## src/rtl/track_collision_scanner.sv

```systemverilog
// rtl/track_collision_scanner.sv - segment-table collision scanner for a track car
// Walks the segment table one entry per cycle through a two-stage evaluate/accumulate pipeline.

module track_collision_scanner #(
  parameter int NUM_SEG = 8,
  parameter int COOR_W  = 12,
  parameter int VEL_W   = 10,
  localparam int SEG_IDX_W = (NUM_SEG > 1) ? $clog2(NUM_SEG) : 1
) (
  input  logic                        i_clk,
  input  logic                        i_rst,
  input  logic                        i_wr_en,
  input  logic [SEG_IDX_W-1:0]        i_wr_addr,
  input  logic [1:0]                  i_wr_type,
  input  logic signed [COOR_W-1:0]    i_wr_x_lo,
  input  logic signed [COOR_W-1:0]    i_wr_x_hi,
  input  logic signed [COOR_W-1:0]    i_wr_y_lo,
  input  logic signed [COOR_W-1:0]    i_wr_y_hi,
  input  logic signed [COOR_W-1:0]    i_wr_cx,
  input  logic signed [COOR_W-1:0]    i_wr_cy,
  input  logic signed [COOR_W-1:0]    i_wr_r_in,
  input  logic signed [COOR_W-1:0]    i_wr_r_out,
  input  logic                        i_start,
  input  logic signed [COOR_W-1:0]    i_x,
  input  logic signed [COOR_W-1:0]    i_y,
  input  logic signed [COOR_W-1:0]    i_radius,
  input  logic signed [VEL_W-1:0]     i_v_x,
  input  logic signed [VEL_W-1:0]     i_v_y,
  output logic                        o_busy,
  output logic                        o_done,
  output logic                        o_in_region,
  output logic                        o_off_track,
  output logic                        o_collide_x,
  output logic                        o_collide_y,
  output logic                        o_collision,
  output logic [SEG_IDX_W-1:0]        o_seg_idx
);
  localparam int D_W = COOR_W + 1;
  localparam int M_W = COOR_W + 2;
  localparam int S_W = 2 * COOR_W + 3;
  localparam int P_W = COOR_W + VEL_W + 2;
  localparam logic [SEG_IDX_W-1:0] LAST_IDX = SEG_IDX_W'(NUM_SEG - 1);

  typedef enum logic [1:0] {IDLE, SCAN, DRAIN, DONE} state_t;
  state_t state, state_nxt;
  logic start_ok, wr_ok, drain_cnt;
  logic [SEG_IDX_W-1:0] scan_idx;

  logic [1:0]               t_type [NUM_SEG];
  logic signed [COOR_W-1:0] t_xlo [NUM_SEG], t_xhi [NUM_SEG], t_ylo [NUM_SEG], t_yhi [NUM_SEG];
  logic signed [COOR_W-1:0] t_cx [NUM_SEG], t_cy [NUM_SEG], t_rin [NUM_SEG], t_rout [NUM_SEG];

  logic signed [COOR_W-1:0] q_x, q_y, q_r;
  logic signed [VEL_W-1:0]  q_vx, q_vy;

  always_comb begin
    state_nxt = state;
    start_ok  = 1'b0;
    case (state)
      IDLE:  if (i_start) begin state_nxt = SCAN; start_ok = 1'b1; end
      SCAN:  if (scan_idx == LAST_IDX) state_nxt = DRAIN;
      DRAIN: if (drain_cnt) state_nxt = DONE;
      DONE: begin
        state_nxt = i_start ? SCAN : IDLE;
        start_ok  = i_start;
      end
      default: state_nxt = IDLE;
    endcase
  end

  assign o_busy = (state == SCAN) || (state == DRAIN);
  assign o_done = (state == DONE);
  assign wr_ok  = i_wr_en && ((state == IDLE) || (state == DONE));

  always_ff @(posedge i_clk) begin
    if (i_rst) begin
      state     <= IDLE;
      scan_idx  <= '0;
      drain_cnt <= 1'b0;
    end else begin
      state     <= state_nxt;
      drain_cnt <= (state == DRAIN) && !drain_cnt;
      if (start_ok) scan_idx <= '0;
      else if (state == SCAN) scan_idx <= scan_idx + 1'b1;
    end
  end

  always_ff @(posedge i_clk) begin
    if (!i_rst && start_ok) begin
      q_x  <= i_x;
      q_y  <= i_y;
      q_r  <= i_radius;
      q_vx <= i_v_x;
      q_vy <= i_v_y;
    end
  end

  always_ff @(posedge i_clk) begin
    if (i_rst) begin
      for (int i = 0; i < NUM_SEG; i++) t_type[i] <= 2'd3;
    end else if (wr_ok) begin
      t_type[i_wr_addr] <= i_wr_type;
    end
  end

  always_ff @(posedge i_clk) begin
    if (!i_rst && wr_ok) begin
      t_xlo[i_wr_addr]  <= i_wr_x_lo;
      t_xhi[i_wr_addr]  <= i_wr_x_hi;
      t_ylo[i_wr_addr]  <= i_wr_y_lo;
      t_yhi[i_wr_addr]  <= i_wr_y_hi;
      t_cx[i_wr_addr]   <= i_wr_cx;
      t_cy[i_wr_addr]   <= i_wr_cy;
      t_rin[i_wr_addr]  <= i_wr_r_in;
      t_rout[i_wr_addr] <= i_wr_r_out;
    end
  end

  // Stage 1: box edge distances, border margins, circle squares and the velocity dot product.
  logic signed [D_W-1:0] dx_c, dy_c, dxl, dxh, dyl, dyh;
  logic signed [M_W-1:0] mxl, mxh, myl, myh;
  logic signed [S_W-1:0] rin_sum, rout_dif, dsq, rin_sq, rout_sq;
  logic signed [P_W-1:0] dot;

  always_comb begin
    dx_c     = D_W'(q_x) - D_W'(t_cx[scan_idx]);
    dy_c     = D_W'(q_y) - D_W'(t_cy[scan_idx]);
    dxl      = D_W'(q_x) - D_W'(t_xlo[scan_idx]);
    dxh      = D_W'(t_xhi[scan_idx]) - D_W'(q_x);
    dyl      = D_W'(q_y) - D_W'(t_ylo[scan_idx]);
    dyh      = D_W'(t_yhi[scan_idx]) - D_W'(q_y);
    mxl      = M_W'(q_x) - M_W'(q_r) - M_W'(t_xlo[scan_idx]);
    mxh      = M_W'(t_xhi[scan_idx]) - M_W'(q_x) - M_W'(q_r);
    myl      = M_W'(q_y) - M_W'(q_r) - M_W'(t_ylo[scan_idx]);
    myh      = M_W'(t_yhi[scan_idx]) - M_W'(q_y) - M_W'(q_r);
    rin_sum  = S_W'(t_rin[scan_idx]) + S_W'(q_r);
    rout_dif = S_W'(t_rout[scan_idx]) - S_W'(q_r);
    dsq      = S_W'(dx_c) * S_W'(dx_c) + S_W'(dy_c) * S_W'(dy_c);
    rin_sq   = rin_sum * rin_sum;
    rout_sq  = rout_dif * rout_dif;
    dot      = P_W'(q_vx) * P_W'(dx_c) + P_W'(q_vy) * P_W'(dy_c);
  end

  logic                  s1_valid;
  logic [SEG_IDX_W-1:0]  s1_idx;
  logic [1:0]            s1_type;
  logic signed [D_W-1:0] s1_dxl, s1_dxh, s1_dyl, s1_dyh;
  logic signed [M_W-1:0] s1_mxl, s1_mxh, s1_myl, s1_myh;
  logic signed [S_W-1:0] s1_dsq, s1_rin_sq, s1_rout_sq;
  logic signed [P_W-1:0] s1_dot;

  always_ff @(posedge i_clk) begin
    if (i_rst) s1_valid <= 1'b0;
    else       s1_valid <= (state == SCAN);
  end

  always_ff @(posedge i_clk) begin
    s1_idx     <= scan_idx;
    s1_type    <= t_type[scan_idx];
    s1_dxl     <= dxl;
    s1_dxh     <= dxh;
    s1_dyl     <= dyl;
    s1_dyh     <= dyh;
    s1_mxl     <= mxl;
    s1_mxh     <= mxh;
    s1_myl     <= myl;
    s1_myh     <= myh;
    s1_dsq     <= dsq;
    s1_rin_sq  <= rin_sq;
    s1_rout_sq <= rout_sq;
    s1_dot     <= dot;
  end

  // Stage 2: sign-bit compares against zero, then OR into the accumulators.
  logic in_box, in_hit, circ_hit, hit_x, hit_y;
  logic vx_pos, vx_neg, vy_pos, vy_neg;

  always_comb begin
    vx_pos   = !q_vx[VEL_W-1] && (|q_vx);
    vx_neg   = q_vx[VEL_W-1];
    vy_pos   = !q_vy[VEL_W-1] && (|q_vy);
    vy_neg   = q_vy[VEL_W-1];
    in_box   = !s1_dxl[D_W-1] && (|s1_dxl) && !s1_dxh[D_W-1] &&
               !s1_dyl[D_W-1] && (|s1_dyl) && !s1_dyh[D_W-1];
    in_hit   = s1_valid && in_box && (s1_type != 2'd3);
    circ_hit = ((s1_dsq <= s1_rin_sq) && s1_dot[P_W-1]) ||
               ((s1_dsq >= s1_rout_sq) && !s1_dot[P_W-1] && (|s1_dot));
    hit_x    = 1'b0;
    hit_y    = 1'b0;
    if (in_hit) begin
      case (s1_type)
        2'd0: hit_y = ((s1_myh[M_W-1] || ~|s1_myh) && vy_pos) ||
                      ((s1_myl[M_W-1] || ~|s1_myl) && vy_neg);
        2'd1: hit_x = ((s1_mxl[M_W-1] || ~|s1_mxl) && vx_neg) ||
                      ((s1_mxh[M_W-1] || ~|s1_mxh) && vx_pos);
        2'd2: begin
          hit_x = circ_hit && (|q_vx);
          hit_y = circ_hit && (|q_vy);
        end
        default: ;
      endcase
    end
  end

  logic acc_in, acc_cx, acc_cy;
  logic [SEG_IDX_W-1:0] acc_idx;

  always_ff @(posedge i_clk) begin
    if (i_rst || start_ok) begin
      acc_in  <= 1'b0;
      acc_cx  <= 1'b0;
      acc_cy  <= 1'b0;
      acc_idx <= '0;
    end else begin
      if (in_hit) acc_in <= 1'b1;
      if (hit_x || hit_y) begin
        acc_cx <= acc_cx | hit_x;
        acc_cy <= acc_cy | hit_y;
        if (!(acc_cx || acc_cy)) acc_idx <= s1_idx;
      end
    end
  end

  always_ff @(posedge i_clk) begin
    if (i_rst) begin
      o_in_region <= 1'b0;
      o_off_track <= 1'b0;
      o_collide_x <= 1'b0;
      o_collide_y <= 1'b0;
      o_collision <= 1'b0;
      o_seg_idx   <= '0;
    end else if ((state == DRAIN) && drain_cnt) begin
      o_in_region <= acc_in;
      o_off_track <= !acc_in;
      o_collide_x <= acc_cx;
      o_collide_y <= acc_cy;
      o_collision <= acc_cx | acc_cy;
      o_seg_idx   <= acc_idx;
    end
  end
endmodule

```

## config.mk

```make
export PLATFORM = sky130hd
export DESIGN_NAME = track_collision_scanner
export DESIGN_NICKNAME = d
export VERILOG_FILES = /design/src/rtl/track_collision_scanner.sv
export SDC_FILE = /design/constraint.sdc
export NUM_CORES = 2
export LEC_CHECK = 0
export CORE_UTILIZATION = 55
export DETAILED_ROUTE_END_ITERATION = 10
export PLACE_DENSITY_LB_ADDON = 0.05
export SLEW_MARGIN = 15
export SYNTH_ARGS = -nofsm -noshare
export SYNTH_HDL_FRONTEND = slang
export SYNTH_SLANG_ARGS = --single-unit
```

## constraint.sdc

```tcl
create_clock -name i_clk -period 11.95 [get_ports i_clk]
set_input_delay 1.195 -clock i_clk [delete_from_list [all_inputs] [get_ports i_clk]]
set_output_delay 1.195 -clock i_clk [all_outputs]
set_load 0.01 [all_outputs]
```

==> results.md <==
* Outcome: finished, final reports clean
* Drt initial violations at 2886
* Final hold slack at 0.4395 ns
* Worst path slowest cell: dfxtp_4
* Multi-input logic area at 42590 sq um
* Seq/Total Area, Yosys at 38.30%
* Syn-to-layout area delta at 9.939%
* R2R setup slack at 1.32 ns
* Max cap viols at 0
* CTS buffer count at 107
* EDFF count, synth at 840
* Critical Path AT at 11.19 ns
* Synth top area share at 32.74%
* Synth area leader: edfxtp_1
* Clk_lat worst skew at 0.75 ns
* Most used flip-flop cell after synthesis: edfxtp_1
* Total Routing Usage GR at 26.01%
* Crit Path Max Fanout at 27
* Setup crit start kind: register
* Crit share post-route at 88.92%
* Yosys cell types at 84
* Hold crit path type: register to register
* Max_slew headroom at 14.40%
* GP Congestion at 0.8588
* Endpoints failing hold at 0
* Die area at 141600 sq um
* Final Core Density at 61.30%
* Cell Area, Synth at 77040 sq um
* Area of the core at 138200 sq um
* Vias at 45090
* YS warnings at 0
* Port bufs at 170
* Tmin final at 10.63 ns
* Crit path required time at 12.51 ns
* Final net count at 7979
* Fillers at 11150
* Routed wire length at 177200 microns
* Rows at 136
* DRC errors left at 0
* Min-delay src: scan_idx[2]$_SDFFE_PP0P_
* Tightest Pin Transition at 1.278 ns
* Syn Inst Count at 6086
* H-tree depth at 3
* Avg WL per Cell at 21.47 microns
* FFs w/ async S/R, synth at 0%
* Yosys reg bits at 1054
* Clock slew at reported path FFs at 0.06 ns
* Die Height at 376.3 microns
* Storage element area at 29520 sq um
* IO Count at 171
* Routed Antenna Nets at 0
* HPWL Detailed at 133000 microns
* Ranking of synthesized cells by area: edfxtp_1 33%, fa_1 25%, ha_1 8.9%
* Vias in the first global route at 47730
* Most frequent CP cell: fa_1
* Largest net degree at the start of global routing at 110
* Max Buffers Root-to-Sink at 3
* CTS tree: yes
* Initial antenna violation count at 10
* CP Class: register to register
* Max incr delay on CP at 0.74 ns
* Max Slew Vio Count at 0
* Unrepaired setup endpoints after global routing: false
* Cts hold-fix bufs at 0
* Setup violators final at 0
* Setup Fix Bufs, Post-CTS at 0
* Clock Skew at 0.06596 ns
* Starting Density at 55.76%
* Clk root buf: clkbuf_16
* Setup_tns at 0 ns
* Layout cells sized above 1 at 8.576%
* Setup crit end kind: register
* Fmax at 94.10 MHz
* Drt pass-1 iters at 5
* Clock Sinks at 1054
* Resize count post-CTS at 0
* Gr ovfl total at 0
* Drt via density at 5.462
* First-pass GRT wire length at 276800 microns
* Die X at 376.3 microns
* Synthesized area per cell at 12.66 sq um
worst paths after layout:
check,end,cells past startpoint
worst max register to register,s1_dsq[26]$_DFF_P_,33
worst min-delay path,s1_idx[2]$_DFF_P_,0
worst min register to register,s1_idx[2]$_DFF_P_,0
worst max-delay path,s1_dsq[26]$_DFF_P_,33
placed cells by master, fill, tap and decap left out, drive strengths merged, types with 35 or more instances in the layout:
| cell type | instances |
|---|---|
| and2 | 155 |
| mux4 | 196 |
| clkinv | 56 |
| nand2 | 399 |
| o21a | 35 |
| mux2 | 50 |
| a21oi | 147 |
| inv | 1201 |
| buf | 72 |
| nor2 | 296 |
| nor2b | 44 |
| edfxtp | 840 |
| nand3 | 35 |
| xnor2 | 171 |
| clkdlybuf4s50 | 170 |
| clkbuf | 137 |
| o21ai | 84 |
| a21o | 63 |
| xor2 | 64 |
| nor3 | 54 |
| dfxtp | 214 |
| ha | 550 |
| mux2i | 60 |
| fa | 968 |
layer usage:
layer  vias to the layer above  GRT usage (%)  share of wire (%)
li1                      20530              -                  -
met1                     23210          36.07                 43
met2                      1120          43.47                 49
met3                       220          3.847                5.6
met4                        10          6.190                2.3
met5                         -              0              0.042
cells in the mapped netlist (8+ instances only):
master,count
inv_2,10
a41oi_1,8
o211ai_1,11
nand4_1,16
ha_1,550
inv_1,1188
nor3_1,54
a21o_1,63
or2_2,27
and3_1,20
nor4_1,25
fa_1,968
xor2_1,64
o21bai_1,28
nand2b_1,28
clkbuf_1,99
xnor2_1,170
edfxtp_1,840
and2_1,154
o21a_1,35
clkinv_1,11
buf_2,19
a211oi_1,19
a31oi_1,11
nand3_1,35
mux2i_1,60
buf_1,19
nor2_1,296
nor2b_1,44
nand2_1,399
mux2_2,50
or3_1,20
mux4_2,195
dfxtp_1,214
o21ai_0,82
a21oi_1,145
critical path, delay by kind of cell (launching register included):
family / cells / cell delay, ns
compound gates: 13 / 3.76
xor+xnor: 1 / 0.15
fa+ha+maj: 10 / 4.50
buf+inv: 5 / 0.61
flops: 1 / 0.74
mux: 2 / 0.49
simple gates: 2 / 0.19
registers in the layout, indices dropped and copies added (netlist names), 13 cells and up, named ones only:
| register | flops |
|---|---|
| t_cx | 96 |
| t_cy | 96 |
| t_rin | 96 |
| t_xhi | 96 |
| t_ylo | 96 |
| t_type | 16 |
| s1_rout_sq | 25 |
| s1_rin_sq | 25 |
| s1_dxl | 13 |
| t_rout | 96 |
| s1_dot | 24 |
| t_yhi | 96 |
| s1_myl | 14 |
| s1_mxh | 14 |
| s1_myh | 14 |
| s1_mxl | 14 |
| t_xlo | 96 |
| s1_dsq | 27 |
| s1_dyl | 13 |
layout make-up:
type                    instances  area share (%)
diodes                          2        0.005909
well taps                    1863           2.752
clock buffers                 137           3.310
clock inverters                62          0.7150
inverters                    1209           5.376
repair buffers                242           2.706
multi-input cells            3686           50.28
flip-flops and latches       1054           34.85
cells by family after synthesis:
group           synth area share (%)
compound gates                 4.097
xor+xnor                       2.696
fa+ha+maj                      34.08
buf+inv                        6.608
flops                          38.30
mux                            7.245
other cells                 0.004867
simple gates                   6.964
through the flow:
stage               instance area, sq um  instances  setup WS, ns
floorplan                          77050       6088         2.193
global placement                   81290       8054         1.367
detailed placement                 81290       8054         1.327
CTS                                84700       8253         1.307
global route                       84700       8254        0.6844
finish                             84700       8255         1.324
Power is left out: the tool's default activity adds up to more than one toggle a clock period on the data nets, which glitch-free logic cannot reach.
